## src/rtl/mips_multicycle_ctrl.sv

```systemverilog
// Multicycle MIPS control sequencer.
// Steps each instruction through its states and drives datapath strobes.
module mips_multicycle_ctrl #(
  parameter int CNT_W    = 32,
  parameter bit WAIT_MEM = 1'b1
) (
  input  logic             clk,
  input  logic             rst,
  input  logic [5:0]       opcode,
  input  logic             mem_ready,
  output logic             pc_write,
  output logic             pc_write_cond,
  output logic             i_or_d,
  output logic             mem_read,
  output logic             mem_write,
  output logic             ir_write,
  output logic             mem_to_reg,
  output logic             reg_dst,
  output logic             reg_write,
  output logic             alu_src_a,
  output logic [1:0]       alu_src_b,
  output logic [1:0]       alu_op,
  output logic [1:0]       pc_source,
  output logic             illegal,
  output logic [3:0]       state,
  output logic [CNT_W-1:0] retired
);

  typedef enum logic [3:0] {
    FETCH  = 4'd0,
    DECODE = 4'd1,
    MEMADR = 4'd2,
    MEMRD  = 4'd3,
    MEMWB  = 4'd4,
    MEMWR  = 4'd5,
    RTEX   = 4'd6,
    RTWB   = 4'd7,
    BEQEX  = 4'd8,
    ADDIEX = 4'd9,
    ADDIWB = 4'd10,
    JEX    = 4'd11
  } state_t;

  localparam logic [5:0] OP_LW   = 6'b100011;
  localparam logic [5:0] OP_SW   = 6'b101011;
  localparam logic [5:0] OP_R    = 6'b000000;
  localparam logic [5:0] OP_BEQ  = 6'b000100;
  localparam logic [5:0] OP_ADDI = 6'b001000;
  localparam logic [5:0] OP_J    = 6'b000010;

  state_t           state_q, state_d;
  logic [CNT_W-1:0] retired_q;
  logic             retire;
  logic             rdy;

  assign rdy     = WAIT_MEM ? mem_ready : 1'b1;
  assign state   = rst ? 4'd0 : state_q;
  assign retired = rst ? '0 : retired_q;

  // Next-state, retire strobe and datapath controls decoded from state.
  always_comb begin
    state_d       = state_q;
    retire        = 1'b0;
    pc_write      = 1'b0;
    pc_write_cond = 1'b0;
    i_or_d        = 1'b0;
    mem_read      = 1'b0;
    mem_write     = 1'b0;
    ir_write      = 1'b0;
    mem_to_reg    = 1'b0;
    reg_dst       = 1'b0;
    reg_write     = 1'b0;
    alu_src_a     = 1'b0;
    alu_src_b     = 2'b00;
    alu_op        = 2'b00;
    pc_source     = 2'b00;
    illegal       = 1'b0;
    if (!rst) begin
      unique case (state_q)
        FETCH: begin
          mem_read  = 1'b1;
          alu_src_b = 2'b01;
          if (rdy) begin
            ir_write = 1'b1;
            pc_write = 1'b1;
            state_d  = DECODE;
          end
        end
        DECODE: begin
          alu_src_b = 2'b11;
          case (opcode)
            OP_LW,
            OP_SW:   state_d = MEMADR;
            OP_R:    state_d = RTEX;
            OP_BEQ:  state_d = BEQEX;
            OP_ADDI: state_d = ADDIEX;
            OP_J:    state_d = JEX;
            default: begin
              state_d = FETCH;
              illegal = 1'b1;
            end
          endcase
        end
        MEMADR: begin
          alu_src_a = 1'b1;
          alu_src_b = 2'b10;
          state_d   = (opcode == OP_SW) ? MEMWR : MEMRD;
        end
        MEMRD: begin
          mem_read = 1'b1;
          i_or_d   = 1'b1;
          if (rdy) state_d = MEMWB;
        end
        MEMWB: begin
          reg_write  = 1'b1;
          mem_to_reg = 1'b1;
          retire     = 1'b1;
          state_d    = FETCH;
        end
        MEMWR: begin
          mem_write = 1'b1;
          i_or_d    = 1'b1;
          if (rdy) begin
            retire  = 1'b1;
            state_d = FETCH;
          end
        end
        RTEX: begin
          alu_src_a = 1'b1;
          alu_op    = 2'b10;
          state_d   = RTWB;
        end
        RTWB: begin
          reg_write = 1'b1;
          reg_dst   = 1'b1;
          retire    = 1'b1;
          state_d   = FETCH;
        end
        BEQEX: begin
          alu_src_a     = 1'b1;
          alu_op        = 2'b01;
          pc_write_cond = 1'b1;
          pc_source     = 2'b01;
          retire        = 1'b1;
          state_d       = FETCH;
        end
        ADDIEX: begin
          alu_src_a = 1'b1;
          alu_src_b = 2'b10;
          state_d   = ADDIWB;
        end
        ADDIWB: begin
          reg_write = 1'b1;
          retire    = 1'b1;
          state_d   = FETCH;
        end
        JEX: begin
          pc_write  = 1'b1;
          pc_source = 2'b10;
          retire    = 1'b1;
          state_d   = FETCH;
        end
        default: begin
          illegal = 1'b1;
          state_d = FETCH;
        end
      endcase
    end
  end

  // State register and wrapping retired-instruction counter.
  always_ff @(posedge clk) begin
    if (rst) begin
      state_q   <= FETCH;
      retired_q <= '0;
    end else begin
      state_q <= state_d;
      if (retire) retired_q <= retired_q + CNT_W'(1);
    end
  end

endmodule

```

## config.mk

```make
export PLATFORM = sky130hd
export DESIGN_NAME = mips_multicycle_ctrl
export DESIGN_NICKNAME = d
export VERILOG_FILES = /design/src/rtl/mips_multicycle_ctrl.sv
export SDC_FILE = /design/constraint.sdc
export NUM_CORES = 1
export LEC_CHECK = 0
export CAP_MARGIN = 15
export CORE_ASPECT_RATIO = 1.4
export CORE_MARGIN = 8
export CORE_UTILIZATION = 49
export DETAILED_ROUTE_END_ITERATION = 8
export PLACE_DENSITY = 0.81
export SLEW_MARGIN = 15
export SYNTH_ARGS = -nofsm -noshare
export SYNTH_HDL_FRONTEND = slang
export SYNTH_SLANG_ARGS = --single-unit
export TNS_END_PERCENT = 30
```

## constraint.sdc

```tcl
create_clock -name clk -period 2.7 [get_ports clk]
set_input_delay 0.81 -clock clk [delete_from_list [all_inputs] [get_ports clk]]
set_output_delay 0.81 -clock clk [all_outputs]
set_load 0.005 [all_outputs]
```

==> results.sh <==
export IMPL_grt_setup_unrepaired="yes"
export IMPL_postSynthCellCount=302
export IMPL_dp_hpwl_mm=4.90
export IMPL_ff_latch_area_um2=724
export IMPL_main_area_contributors_after_synthesis="sky130_fd_sc_hd__dfxtp_1 (31%), sky130_fd_sc_hd__nor2b_1 (9.6%), sky130_fd_sc_hd__nor2_1 (6.6%)"
export IMPL_clk_pin_slew_worst_setup_hold_paths_ps=70
export IMPL_timing_final_max_slew_violations=0
export IMPL_fin_skew_ps=12.0
export IMPL_crit_buf_inv=3
export IMPL_area_of_the_multi_input_gates_um2=1560
export IMPL_synth_lib_cells_used_distinct=43
export IMPL_core_footprint_um2=4500
export IMPL_critical_path_cell_chain="buf_2 > buf_8 > nor2b_1 > clkdlybuf4s50_1"
export IMPL_chipHeight_um=96.9
export IMPL_required_time_of_the_critical_path_ps=1890
export IMPL_routed_wl_mm=6.74
export IMPL_worstMarginPinSlew_ps=496
export IMPL_cts_root_to_sink_buffers=2
export IMPL_grt_overflow=0
export IMPL_outcome="complete, no violations"
export IMPL_fin_tns_setup_ps=0
export IMPL_synth_enable_flop_cells=0
export IMPL_r2r_setup_slack_ps=590
export IMPL_critPathMaxFanout=33
export IMPL_power_density_nw_per_um2=324
export IMPL_avgRoutedWirePerCell_um=15.2
export IMPL_numPortBuffers=61
export IMPL_die_width_um=73.8
export IMPL_busiest_layer="met2"
export IMPL_whs_ps=510
export IMPL_nNetsFinal=391
export IMPL_worst_setup_path_type="in2out"
export IMPL_hold_class="reg2reg"
export IMPL_groute_layer_met3_usage=0.0434
export IMPL_post_place_ws_ps=-600
export IMPL_area_growth_synth_to_final_pct=43.0
export IMPL_clk_insertion_delay_late_ps=290
export IMPL_gpl_wtd_cong=0.924
export IMPL_static_leakage_nw=1.40
export IMPL_synth_xor_area_share=0.0421
export IMPL_synth_adder_area_share=0.00547
export IMPL_finalInstanceArea_um2=3270
export IMPL_async_reset_ff_frac=0
export IMPL_synthMuxAreaShare=0.0640
export IMPL_use_met2=0.321
export IMPL_routed_via_count=2502
export IMPL_vias_per_cell=5.64
export IMPL_htree_levels=2
export IMPL_die_area_um2=7140
export IMPL_vias_in_the_first_global_route=2471
export IMPL_cp_start_kind="input port"
export IMPL_slew_headroom=0.661
export IMPL_cap_viol_max_count=0
export IMPL_timing_critical_path_max_delay_family="buffers and inverters"
export IMPL_global_route_wire_length_before_repair_mm=11.2
export IMPL_cpPeakStageDelay_ps=520
export IMPL_antenna_diode_count=0
export IMPL_netlist_area_pre_place_um2=2290
export IMPL_cts_buffers=5
export IMPL_io_pins=62
export IMPL_layout_cells_most_common_list="sky130_fd_sc_hd__nor2_1 (39), sky130_fd_sc_hd__dfxtp_1 (33), sky130_fd_sc_hd__clkdlybuf4s50_1 (25)"
export IMPL_grt_antenna_before_repair=0
export IMPL_postPlaceCellArea_um2=3100
export IMPL_finalSetupViolCount=0
export IMPL_final_min_period_over_clock_period=0.996
export IMPL_maximum_number_of_pins_on_one_net_before_global_route_repair=34
export IMPL_met1_global_route_usage=0.212
export IMPL_crit_start="rst"
export IMPL_post_synth_cell_area_avg_um2=7.58
export IMPL_cts_tree="yes"
export IMPL_endpoint_arrival_time_on_the_critical_path_ps=1880
export IMPL_clk_root_buffer_cell="sky130_fd_sc_hd__clkbuf_8"
export IMPL_seq_area_frac_synth=0.315
export IMPL_cell_with_the_largest_stage_delay_on_the_worst_path="sky130_fd_sc_hd__clkdlybuf4s50_1"
export IMPL_drt_drc_violations_left=0
export IMPL_synthSimpleGateAreaFrac=0.416
export IMPL_largest_family_of_logic_cells_by_synthesized_area="simple AND/OR/NAND/NOR gates"
export IMPL_first_iter_violations=153
export IMPL_hold_start="retired_q[16]"
export IMPL_worst_slack_ps=10.8
export IMPL_final_antenna_net_count=0
export IMPL_postSynth_topFlopCell="sky130_fd_sc_hd__dfxtp_1"
export IMPL_post_synth_top_area_cell="sky130_fd_sc_hd__dfxtp_1"
export IMPL_final_layout_size_suffix_gt1_frac=0.225
export IMPL_layout_cells_most_common="sky130_fd_sc_hd__nor2_1"
export IMPL_effective_utilization_at_floorplan=0.509
export IMPL_hold_vio_cnt_final=0
export IMPL_timing_rr_start="retired_q[13]"
export IMPL_globalRouteTotalUtil=0.189
export IMPL_top_area_cell_type_share_of_the_netlist_area=0.315
export IMPL_critical_path_endpoint_type="primary output"
export IMPL_synth_ff_latch_count=36
export IMPL_clock_sink_count=36
export IMPL_synth_compound_area_frac=0.116
export IMPL_fp_row_count=29
export IMPL_yosysWarnings=0
export IMPL_synthesis_nets=312
export IMPL_power_ir_vdd_worst_uv=245
export IMPL_min_period_ps=2690
export IMPL_fill_cells=411
export IMPL_drtPass1Iterations=4
export IMPL_maxClockFrequency_ghz=0.372
-- state kept, by name, summed over array words and instances (netlist names) --
name and count:
state_q 4, retired_q 32
-- area by class of cell --
class,instances,area share
Sequential cell,36,0.221
Clock inverter,2,0.00306
Inverter,5,0.00574
Tap cell,62,0.0237
Timing Repair Buffer,89,0.244
Multi-Input combinational cell,244,0.476
Clock buffer,6,0.0252
-- report_power, final --
group | leakage, nW | internal, W | total [W] | switching (W)
logic | 1.06 | 0.0000574 | 0.000123 | 0.0000660
clock network | 0.0510 | 0.000204 | 0.000398 | 0.000194
registers | 0.291 | 0.000533 | 0.000538 | 0.00000537
total | 1.40 | 0.000794 | 0.00106 | 0.000265
-- worst reg2reg max path, delay by kind of cell, from the launching register on --
kind          cells  cell delay [ps]
flops             1              420
simple gates      4             1220
mux               1              370
-- what timing repair did --
action | CTS | global route
pin swaps | 2 | 3
hold buffers | 0 | 0
setup buffers | 2 | 1
resized for setup | 48 | 32
setup endpoints to repair | 36 | 21
-- cells by family (layout without fill, tap and decap cells) --
family / count (synthesis) / in the layout
AND/OR/NAND/NOR: 178 / 178
AO/OA/AOI/OAI: 41 / 41
flip-flops: 36 / 36
buffers and inverters: 22 / 102
multiplexers: 13 / 13
XOR/XNOR: 11 / 11
adder cells (fa/ha/maj): 1 / 1
-- worst paths after layout --
check,cells after the start,to
hold reg to reg,2,retired_q[16]
setup reg to reg,5,retired_q[27]
hold / removal,2,retired_q[16]
setup / recovery,4,retired[27]
-- Yosys cell counts, types with 3 or more instances --
cell type                   count
sky130_fd_sc_hd__nor2b_1       35
sky130_fd_sc_hd__or2_2          3
sky130_fd_sc_hd__and4_1         3
sky130_fd_sc_hd__or3_1          7
sky130_fd_sc_hd__o21ai_0       12
sky130_fd_sc_hd__nor4_1         4
sky130_fd_sc_hd__nand2b_1       7
sky130_fd_sc_hd__a21oi_1        9
sky130_fd_sc_hd__nor3_1        16
sky130_fd_sc_hd__nand4_1        7
sky130_fd_sc_hd__nand3_1       14
sky130_fd_sc_hd__o2111ai_1      4
sky130_fd_sc_hd__nand2_1       22
sky130_fd_sc_hd__mux2_2        13
sky130_fd_sc_hd__inv_1          5
sky130_fd_sc_hd__clkbuf_1      12
sky130_fd_sc_hd__nor2_1        40
sky130_fd_sc_hd__dfxtp_1       36
sky130_fd_sc_hd__and3_1         9
sky130_fd_sc_hd__or4_1          5
sky130_fd_sc_hd__xor2_1         9
sky130_fd_sc_hd__buf_4          3
-- layer usage --
metal	wire length (µm)	vias to the layer above
met5	0	-
met1	2790	1179
li1	-	1227
met3	423	15
met2	3370	81
met4	162	0
-- metrics by stage --
step	instances	utilization	power [W]
6_report	444	0.727	0.00106
5_1_grt	444	0.727	0.00110
4_1_cts	443	0.714	0.00106
3_5_place_dp	433	0.688	0.000668
3_3_place_gp	433	0.688	0.000667
2_1_floorplan	302	-	0.000605
(Power assumes the default switching activity.)
